**src/rtl/rob_commit_module_pkg.sv**
```systemverilog
// Shared types and sizes for the reorder buffer commit block.
// Optional feature macro used by this block: ROB_WB_BYPASS_EN.
package rob_commit_module_pkg;

    localparam int ROB_SIZE     = 8;
    localparam int ROB_IDX_SIZE = $clog2(ROB_SIZE);
    localparam int GPR_IDX_SIZE = 5;
    localparam int VALUE_SIZE   = 64;

    typedef logic [3:0] nzcv_t;

    typedef struct packed {
        logic                    valid;
        logic                    ready;
        logic                    writes_reg;
        logic                    set_nzcv;
        logic [GPR_IDX_SIZE-1:0] dst;
        logic [VALUE_SIZE-1:0]   value;
        nzcv_t                   nzcv;
    } rob_entry_t;

endpackage

```
**src/rtl/rob_commit_module_if.sv**
```systemverilog
// Dispatch, writeback, flush and commit signals of the reorder buffer.
// valid/ready: an allocation is taken on a clock edge only when in_alloc_valid and out_alloc_ready are both high.
interface rob_commit_module_if;
    import rob_commit_module_pkg::*;

    logic                    in_alloc_valid;
    logic [GPR_IDX_SIZE-1:0] in_alloc_dst;
    logic                    in_alloc_writes_reg;
    logic                    in_alloc_set_nzcv;
    logic                    out_alloc_ready;
    logic [ROB_IDX_SIZE-1:0] out_next_rob_index;

    logic                    in_wb_valid;
    logic [ROB_IDX_SIZE-1:0] in_wb_rob_index;
    logic [VALUE_SIZE-1:0]   in_wb_value;
    nzcv_t                   in_wb_nzcv;

    logic                    in_flush;

    logic                    out_commit_done;
    logic [ROB_IDX_SIZE-1:0] out_commit_rob_index;
    logic [GPR_IDX_SIZE-1:0] out_commit_reg_index;
    logic                    out_commit_writes_reg;
    logic [VALUE_SIZE-1:0]   out_commit_value;
    logic                    out_commit_set_nzcv;
    nzcv_t                   out_commit_nzcv;
    logic [ROB_IDX_SIZE:0]   out_count;
    logic                    out_alloc_error;

    modport slave (
        input  in_alloc_valid, in_alloc_dst, in_alloc_writes_reg, in_alloc_set_nzcv,
        input  in_wb_valid, in_wb_rob_index, in_wb_value, in_wb_nzcv, in_flush,
        output out_alloc_ready, out_next_rob_index,
        output out_commit_done, out_commit_rob_index, out_commit_reg_index,
        output out_commit_writes_reg, out_commit_value, out_commit_set_nzcv,
        output out_commit_nzcv, out_count, out_alloc_error
    );

    modport master (
        output in_alloc_valid, in_alloc_dst, in_alloc_writes_reg, in_alloc_set_nzcv,
        output in_wb_valid, in_wb_rob_index, in_wb_value, in_wb_nzcv, in_flush,
        input  out_alloc_ready, out_next_rob_index,
        input  out_commit_done, out_commit_rob_index, out_commit_reg_index,
        input  out_commit_writes_reg, out_commit_value, out_commit_set_nzcv,
        input  out_commit_nzcv, out_count, out_alloc_error
    );

endinterface

```
**src/rtl/rob_commit_module_circ_ptr.sv**
```systemverilog
// Circular pointer with an extra wrap bit; load takes priority over increment.
module rob_circ_ptr #(
    parameter int IDX_W = 3
) (
    input  logic             in_clk,
    input  logic             in_rst,
    input  logic             in_inc,
    input  logic             in_load,
    input  logic [IDX_W:0]   in_load_val,
    output logic [IDX_W:0]   out_ptr
);

    always_ff @(posedge in_clk or posedge in_rst) begin
        if (in_rst) begin
            out_ptr <= '0;
        end else if (in_load) begin
            out_ptr <= in_load_val;
        end else if (in_inc) begin
            out_ptr <= out_ptr + (IDX_W + 1)'(1);
        end
    end

endmodule

```
**src/rtl/rob_commit_module.sv**
```systemverilog
// In-order reorder buffer: allocates at tail, completes out of order, retires from head.
// Optional: ROB_WB_BYPASS_EN lets a writeback to the head entry commit on the same edge.
module rob_commit_module
    import rob_commit_module_pkg::*;
(
    input  logic in_clk,
    input  logic in_rst,
    rob_commit_module_if.slave bus
);

    logic [ROB_IDX_SIZE:0]   head;
    logic [ROB_IDX_SIZE:0]   tail;
    logic [ROB_IDX_SIZE-1:0] head_idx;
    logic [ROB_IDX_SIZE-1:0] tail_idx;
    logic                    full;
    logic                    empty;
    logic                    alloc_fire;
    logic                    wb_accept;
    logic                    bypass;
    logic                    commit_fire;
    logic [VALUE_SIZE-1:0]   commit_value;
    nzcv_t                   commit_nzcv;
    rob_entry_t              entries [ROB_SIZE];

    assign head_idx = head[ROB_IDX_SIZE-1:0];
    assign tail_idx = tail[ROB_IDX_SIZE-1:0];
    assign full     = (head_idx == tail_idx) && (head[ROB_IDX_SIZE] != tail[ROB_IDX_SIZE]);
    assign empty    = (head == tail);

    assign bus.out_alloc_ready    = !full;
    assign bus.out_next_rob_index = tail_idx;
    assign bus.out_count          = tail - head;

    assign alloc_fire = bus.in_alloc_valid && !full && !bus.in_flush;
    // A second writeback to an already-completed entry must not overwrite its result.
    assign wb_accept  = bus.in_wb_valid && entries[bus.in_wb_rob_index].valid
                        && !entries[bus.in_wb_rob_index].ready && !bus.in_flush;

`ifdef ROB_WB_BYPASS_EN
    assign bypass = wb_accept && (bus.in_wb_rob_index == head_idx);
`else
    assign bypass = 1'b0;
`endif

    assign commit_fire  = !bus.in_flush && !empty && entries[head_idx].valid
                          && (entries[head_idx].ready || bypass);
    assign commit_value = bypass ? bus.in_wb_value : entries[head_idx].value;
    assign commit_nzcv  = bypass ? bus.in_wb_nzcv  : entries[head_idx].nzcv;

    rob_circ_ptr #(.IDX_W(ROB_IDX_SIZE)) u_head_ptr (
        .in_clk      (in_clk),
        .in_rst      (in_rst),
        .in_inc      (commit_fire),
        .in_load     (1'b0),
        .in_load_val ('0),
        .out_ptr     (head)
    );

    // Flush snaps tail back onto head, emptying the buffer in one edge.
    rob_circ_ptr #(.IDX_W(ROB_IDX_SIZE)) u_tail_ptr (
        .in_clk      (in_clk),
        .in_rst      (in_rst),
        .in_inc      (alloc_fire),
        .in_load     (bus.in_flush),
        .in_load_val (head),
        .out_ptr     (tail)
    );

    always_ff @(posedge in_clk or posedge in_rst) begin
        if (in_rst) begin
            for (int i = 0; i < ROB_SIZE; i++) begin
                entries[i] <= '0;
            end
        end else if (bus.in_flush) begin
            for (int i = 0; i < ROB_SIZE; i++) begin
                entries[i].valid <= 1'b0;
                entries[i].ready <= 1'b0;
            end
        end else begin
            if (wb_accept) begin
                entries[bus.in_wb_rob_index].ready <= 1'b1;
                entries[bus.in_wb_rob_index].value <= bus.in_wb_value;
                entries[bus.in_wb_rob_index].nzcv  <= bus.in_wb_nzcv;
            end
            // Placed after the writeback so a bypassed head never stays marked ready.
            if (commit_fire) begin
                entries[head_idx].valid <= 1'b0;
                entries[head_idx].ready <= 1'b0;
            end
            if (alloc_fire) begin
                entries[tail_idx] <= '{
                    valid:      1'b1,
                    ready:      1'b0,
                    writes_reg: bus.in_alloc_writes_reg,
                    set_nzcv:   bus.in_alloc_set_nzcv,
                    dst:        bus.in_alloc_dst,
                    value:      '0,
                    nzcv:       '0
                };
            end
        end
    end

    always_ff @(posedge in_clk or posedge in_rst) begin
        if (in_rst) begin
            bus.out_commit_done       <= 1'b0;
            bus.out_commit_rob_index  <= '0;
            bus.out_commit_reg_index  <= '0;
            bus.out_commit_writes_reg <= 1'b0;
            bus.out_commit_value      <= '0;
            bus.out_commit_set_nzcv   <= 1'b0;
            bus.out_commit_nzcv       <= '0;
            bus.out_alloc_error       <= 1'b0;
        end else begin
            bus.out_commit_done <= commit_fire;
            if (commit_fire) begin
                bus.out_commit_rob_index  <= head_idx;
                bus.out_commit_reg_index  <= entries[head_idx].dst;
                bus.out_commit_writes_reg <= entries[head_idx].writes_reg;
                bus.out_commit_value      <= commit_value;
                bus.out_commit_set_nzcv   <= entries[head_idx].set_nzcv;
                bus.out_commit_nzcv       <= commit_nzcv;
            end
            if (bus.in_alloc_valid && full) begin
                bus.out_alloc_error <= 1'b1;
            end
        end
    end

endmodule

```
**src/flat_wrapper.sv**
```systemverilog
// flat-port wrapper written by rule: the top's interface ports become plain ports
module rob_commit_module_flat import rob_commit_module_pkg::*;
  (in_clk, in_rst, bus_in_alloc_valid, bus_in_alloc_dst, bus_in_alloc_writes_reg, bus_in_alloc_set_nzcv, bus_in_wb_valid, bus_in_wb_rob_index, bus_in_wb_value, bus_in_wb_nzcv, bus_in_flush, bus_out_alloc_ready, bus_out_next_rob_index, bus_out_commit_done, bus_out_commit_rob_index, bus_out_commit_reg_index, bus_out_commit_writes_reg, bus_out_commit_value, bus_out_commit_set_nzcv, bus_out_commit_nzcv, bus_out_count, bus_out_alloc_error);
  rob_commit_module_if bus_i ();
  input  logic in_clk;
  input  logic in_rst;
  input wire logic [$bits(bus_i.in_alloc_valid)-1:0] bus_in_alloc_valid;
  input wire logic [$bits(bus_i.in_alloc_dst)-1:0] bus_in_alloc_dst;
  input wire logic [$bits(bus_i.in_alloc_writes_reg)-1:0] bus_in_alloc_writes_reg;
  input wire logic [$bits(bus_i.in_alloc_set_nzcv)-1:0] bus_in_alloc_set_nzcv;
  input wire logic [$bits(bus_i.in_wb_valid)-1:0] bus_in_wb_valid;
  input wire logic [$bits(bus_i.in_wb_rob_index)-1:0] bus_in_wb_rob_index;
  input wire logic [$bits(bus_i.in_wb_value)-1:0] bus_in_wb_value;
  input wire logic [$bits(bus_i.in_wb_nzcv)-1:0] bus_in_wb_nzcv;
  input wire logic [$bits(bus_i.in_flush)-1:0] bus_in_flush;
  output wire logic [$bits(bus_i.out_alloc_ready)-1:0] bus_out_alloc_ready;
  output wire logic [$bits(bus_i.out_next_rob_index)-1:0] bus_out_next_rob_index;
  output wire logic [$bits(bus_i.out_commit_done)-1:0] bus_out_commit_done;
  output wire logic [$bits(bus_i.out_commit_rob_index)-1:0] bus_out_commit_rob_index;
  output wire logic [$bits(bus_i.out_commit_reg_index)-1:0] bus_out_commit_reg_index;
  output wire logic [$bits(bus_i.out_commit_writes_reg)-1:0] bus_out_commit_writes_reg;
  output wire logic [$bits(bus_i.out_commit_value)-1:0] bus_out_commit_value;
  output wire logic [$bits(bus_i.out_commit_set_nzcv)-1:0] bus_out_commit_set_nzcv;
  output wire logic [$bits(bus_i.out_commit_nzcv)-1:0] bus_out_commit_nzcv;
  output wire logic [$bits(bus_i.out_count)-1:0] bus_out_count;
  output wire logic [$bits(bus_i.out_alloc_error)-1:0] bus_out_alloc_error;
  assign bus_i.in_alloc_valid = bus_in_alloc_valid;
  assign bus_i.in_alloc_dst = bus_in_alloc_dst;
  assign bus_i.in_alloc_writes_reg = bus_in_alloc_writes_reg;
  assign bus_i.in_alloc_set_nzcv = bus_in_alloc_set_nzcv;
  assign bus_i.in_wb_valid = bus_in_wb_valid;
  assign bus_i.in_wb_rob_index = bus_in_wb_rob_index;
  assign bus_i.in_wb_value = bus_in_wb_value;
  assign bus_i.in_wb_nzcv = bus_in_wb_nzcv;
  assign bus_i.in_flush = bus_in_flush;
  assign bus_out_alloc_ready = bus_i.out_alloc_ready;
  assign bus_out_next_rob_index = bus_i.out_next_rob_index;
  assign bus_out_commit_done = bus_i.out_commit_done;
  assign bus_out_commit_rob_index = bus_i.out_commit_rob_index;
  assign bus_out_commit_reg_index = bus_i.out_commit_reg_index;
  assign bus_out_commit_writes_reg = bus_i.out_commit_writes_reg;
  assign bus_out_commit_value = bus_i.out_commit_value;
  assign bus_out_commit_set_nzcv = bus_i.out_commit_set_nzcv;
  assign bus_out_commit_nzcv = bus_i.out_commit_nzcv;
  assign bus_out_count = bus_i.out_count;
  assign bus_out_alloc_error = bus_i.out_alloc_error;
  rob_commit_module u_core (.in_clk(in_clk), .in_rst(in_rst), .bus(bus_i));
endmodule
```
**config.mk**
```make
export PLATFORM = sky130hd
export DESIGN_NAME = rob_commit_module_flat
export DESIGN_NICKNAME = d
export VERILOG_FILES = /design/src/rtl/rob_commit_module_pkg.sv /design/src/rtl/rob_commit_module_if.sv /design/src/rtl/rob_commit_module_circ_ptr.sv /design/src/rtl/rob_commit_module.sv /design/src/flat_wrapper.sv
export SDC_FILE = /design/constraint.sdc
export NUM_CORES = 2
export LEC_CHECK = 0
export CAP_MARGIN = 5
export CELL_PAD_IN_SITES_DETAIL_PLACEMENT = 0
export CELL_PAD_IN_SITES_GLOBAL_PLACEMENT = 2
export CORE_ASPECT_RATIO = 0.6
export CORE_UTILIZATION = 43
export CTS_CLUSTER_SIZE = 16
export DETAILED_ROUTE_END_ITERATION = 10
export PLACE_DENSITY_LB_ADDON = 0.25
export SETUP_SLACK_MARGIN = 0.05
export SLEW_MARGIN = 20
export SYNTH_ARGS = -nofsm -noshare
export SYNTH_HDL_FRONTEND = slang
export SYNTH_SLANG_ARGS = --single-unit
```
**constraint.sdc**
```tcl
create_clock -name in_clk -period 32.2 [get_ports in_clk]
set_input_delay 3.22 -clock in_clk [delete_from_list [all_inputs] [get_ports in_clk]]
set_output_delay 3.22 -clock in_clk [all_outputs]
set_load 0.02 [all_outputs]
```
**Word-level counts from Yosys, hierarchy flattened**

Index checks and enable logic that the tools add are counted.

- Word-level logic and storage cells: 138
- Output and inout bits: 88
- Bits of input ports: 83
- Register bits: 704

- $add $sub $neg: 3
- Bitwise operators: 3
- Reduce and logical (&&, ||, !) cells: 18
- Order comparisons: 6
- Multiplexer cells: 39
- Equality and inequality tests: 3

Operator list:

| cell | count |
|---|---|
| 616-bit bitwise mux | 6 |
| 616-bit two-way mux | 5 |
| 77-bit demux with 3-bit select | 6 |
| 77-bit binary-select mux with 3-bit select | 2 |
| 77-bit two-way mux | 6 |
| 76-bit two-way mux | 2 |
| 68-bit two-way mux | 1 |
| 2-bit two-way mux | 8 |
| 1-bit logical AND | 13 |
| 4-bit >= comparator (second input constant) | 3 |
| 4-bit by 1-bit < comparator with 1-bit output (second input constant) | 3 |
| 4-bit two-way mux | 3 |
| 3-bit NOT with 4-bit output | 3 |
| 4-bit by 1-bit adder with 4-bit output (second input constant) | 2 |
| 4-bit equality test | 1 |
| 1-bit zero test | 4 |
| 4-bit subtractor | 1 |
| 3-bit equality test | 1 |
| 2-bit nonzero test | 1 |
| 1-bit inequality test | 1 |

**Longest topological paths before layout**

- Depth in word-level cells: 17
- Depth in mapped cells: 12
- Mapped depth without buffers: 6

**Hierarchy**

Synthesis repeated with hierarchy kept, for this count alone.

- Cells, all modules: 3427
- Area total of the unflattened synthesis: 33239.4 um^2

By module, submodules not included:

| module | sequential area each (um^2) | area an instance (um^2) | times used | cells an instance |
|---|---|---|---|---|
| rob_commit_module | 17416.7 | 32839.0 | 1 | 3389 |
| rob_circ_ptr | 100.1 | 200.2 | 2 | 19 |

**Worst setup path after synthesis**

No wires, ideal clock.

- Kind: register to output
- From: register u_core.u_head_ptr.out_ptr[2]
- To: output bus_out_count[3]
- Required time: 28.980 ns
- Arrival: 1.828 ns
- Buffers on the path: 3
- Setup slack: 27.152 ns
- Cell stages (with the launch flop): 8
- Path through: dfrtp_1 -> buf_2 -> buf_2 -> buf_2 -> inv_1 -> ha_1 -> a21oi_1 -> xnor2_1

- Word-level cells in the longest chain between the ends: 1

Ends and longest elaborated chain:

| item | line | text |
|---|---|---|
| from (decl) | rob_commit_module_circ_ptr.sv:10 | `output logic [IDX_W:0] out_ptr` |
| from (signal assigned) | rob_commit_module_circ_ptr.sv:17 | `out_ptr <= in_load_val;` |
| from (signal assigned) | rob_commit_module_circ_ptr.sv:19 | `out_ptr <= out_ptr + (IDX_W + 1)'(1);` |
| 4-bit subtractor | rob_commit_module.sv:32 | `assign bus.out_count = tail - head;` |
| to (decl) | flat_wrapper.sv:25 | `output wire logic [$bits(bus_i.out_count)-1:0] bus_out_count;` |

No other way between the ends.

**Worst setup path after layout**

- From: register u_core.u_head_ptr.out_ptr[1]
- To: output bus_out_count[3]

The elaborated chain is that of the path after synthesis.

==> results.yml <==
outcome:
  outcome: "completed"
cts:
  postCtsResizedCells: 0
  htree_levels: 3
  cts-root-buf: "clkbuf_16"
  cts_tree: "yes"
  ctsHoldBuffers: 0
  cts_setup_buffers: 0
  cts_sinks: 704
  cts.clk_slew.worst_paths_ns: 0.06
  clk_path_buf_depth: 3
  cts_made_buffers: 71
  clock_latency_ns: 0.64
layout:
  largest_reg_flops: 616
  drive_above_1_share_pct: 14.6
  layout-area-overhead-vs-synth_pct: 13.0
  largest_register: "u_core.entries"
  nNetsFinal: 3266
  final_area_sq_um: 37100
  ff_latch_area_sq_um: 17600
  multi_input_area_sq_um: 13600
  fillCellCount: 6832
  reg.largest.list: "u_core.entries: 616 flops, u_core.bus.out_commit_value: 64 flops, u_core.bus.out_commit_reg_index: 5 flops"
critical_path:
  crit_buf_inv: 2
  crit_slowest_cell: "dfrtp_4"
  cp-end-kind: "primary output"
  cp.required_ns: 28.98
  crit_arrival_ns: 4.08
  cpLargestDelayFamily: "buffers and inverters"
  worstPathCellList: "clkinv_2 -> ha_1 -> a21o_1 -> a21oi_1 -> xnor2_1 -> clkdlybuf4s50_1"
  worstSetupPathType: "flip-flop to primary output"
  cp-start-kind: "flip-flop"
  cp_max_fo: 35
  max_stage_delay_ns: 0.85
synth:
  yosys_warnings: 0
  synthCells: 3202
  syn_nets: 3291
  synth_most_common_cell: "nand2_1"
  avgSynthCellArea_sq_um: 10.2
  netlist_top_cells_count: "nand2_1, dfrtp_1, a21oi_1"
  synth_largest_area_cell: "dfrtp_1"
  synthArstFlopShare_pct: 100
  synth_edf_count: 0
  ys_types: 58
  seq_area_frac_synth_pct: 53.7
  ys_seq_elements: 704
  syn-cell-area_sq_um: 32800
  synth.area.top_cells: "dfrtp_1, nand2_1, mux4_2"
  yosysTopAreaCellShare_pct: 53.7
  synth_ff_type: "dfrtp_1"
route:
  drc: 0
  vias: 24784
  wire_per_inst_um: 24.9
  routed_via_density: 5.85
  wirelength_um: 105000
  first_pass_iters: 5
  drt_iter0_drc: 2499
  ant_nets: 0
placed_design:
  routabilityCongestion: 0.819
  placed_area_sq_um: 34700
  dp_slack_ns: 25.58
  port_buffers: 170
  hpwl_um: 57700
sta:
  worstMarginPinSlew_ns: 1.08
  fin_crit_ns: 7.30
  finClkSkew_ns: 0.0180
  final-hold-violation-count: 0
  drv_slew: 0
  tns_ns: 0
  hold_ws_ns: 0.481
  fmax_mhz: 137
  fin_ws_ns: 24.90
  slew_headroom_pct: 27.9
  period_share_pct: 22.7
  setup_viol: 0
  rsz0062_at_grt: "false"
power:
  power_leakage_nw: 16.3
  ir_drop_mv: 0.0359
  power.density_nw_per_um2: 52.2
die:
  rows: 78
  core_sq_um: 75500
  io_pins: 171
  die_x_um: 359
  die_area_sq_um: 77400
  die_h_um: 216
  initial_core_util_pct: 43.4
global_route:
  grt_max_degree: 163
  grt_pass1_vias: 25195
  grtUsageTotal_pct: 27.7
  grt_pass1_wl_um: 162000
  antenna_found_initial: 8
  grt_overflow: 0
worst_hold_path:
  hold_class: "flip-flop to flip-flop"
flow_run:
  maxCapViolCount: 0
power breakdown:
| group | internal (W) | switching, W |
|---|---|---|
| clock | 0.000496 | 0.000368 |
| combinational | 0.0000559 | 0.0000760 |
| sequential | 0.000920 | 0.0000216 |
routing by layer:
layer  part of all wire (%)  global-route usage, %
met1                     45                   41.1
met2                     45                   41.7
met3                    8.1                   5.44
met4                    2.0                   6.95
met5                  0.026                      0
cells by family after synthesis:
logic type / after synthesis / share of synthesized area (%)
flops: 704 / 53.7
buf+inv: 333 / 5.05
xor+xnor: 9 / 0.297
mux: 292 / 15.2
simple gates: 1271 / 15.4
fa+ha+maj: 6 / 0.252
compound gates: 587 / 10.1
layout by cell type (no fill, tap or decap), types with 19 or more instances in the layout:
master           instances
nand2_1               1192
dfrtp_1                701
a21oi_1                486
clkdlybuf4s50_1        170
mux4_2                 152
mux2_2                 122
clkbuf_16               75
a22o_1                  68
buf_4                   49
clkbuf_8                19
area by class of cell:
| cell class | instances | area share (%) |
|---|---|---|
| antenna | 3 | 0.0202 |
| multi-input combinational | 2165 | 36.7 |
| timing repair buffer | 224 | 5.80 |
| inverter | 11 | 0.135 |
| clock buffer | 110 | 5.93 |
| sequential | 704 | 47.5 |
| clock inverter | 18 | 0.506 |
| tap | 1000 | 3.37 |
worst paths after layout:
kind | from | cells past startpoint | slack (ns) | to
max reg2reg | u_core.u_head_ptr.out_ptr[1] | 7 | 27.10 | u_core.entries[381]
min reg2reg | u_core.bus.out_alloc_error | 1 | 0.48 | u_core.bus.out_alloc_error
min | u_core.bus.out_alloc_error | 1 | 0.48 | u_core.bus.out_alloc_error
max in group asynchronous | in_rst | 4 | 26.74 | u_core.bus.out_commit_value[32]
max | u_core.u_head_ptr.out_ptr[1] | 6 | 24.90 | bus_out_count[3]
min in group asynchronous | in_rst | 2 | 3.13 | u_core.bus.out_commit_value[4]
metrics by stage:
step                cells  total power [W]  utilization [%]
CTS                  4231          0.00195             49.0
detailed placement   4103          0.00109             45.9
global placement     4103          0.00108             45.9
finish               4235          0.00194             49.1
floorplan            3202          0.00104                -
global route         4235          0.00200             49.1
(Power assumes the default switching activity.)
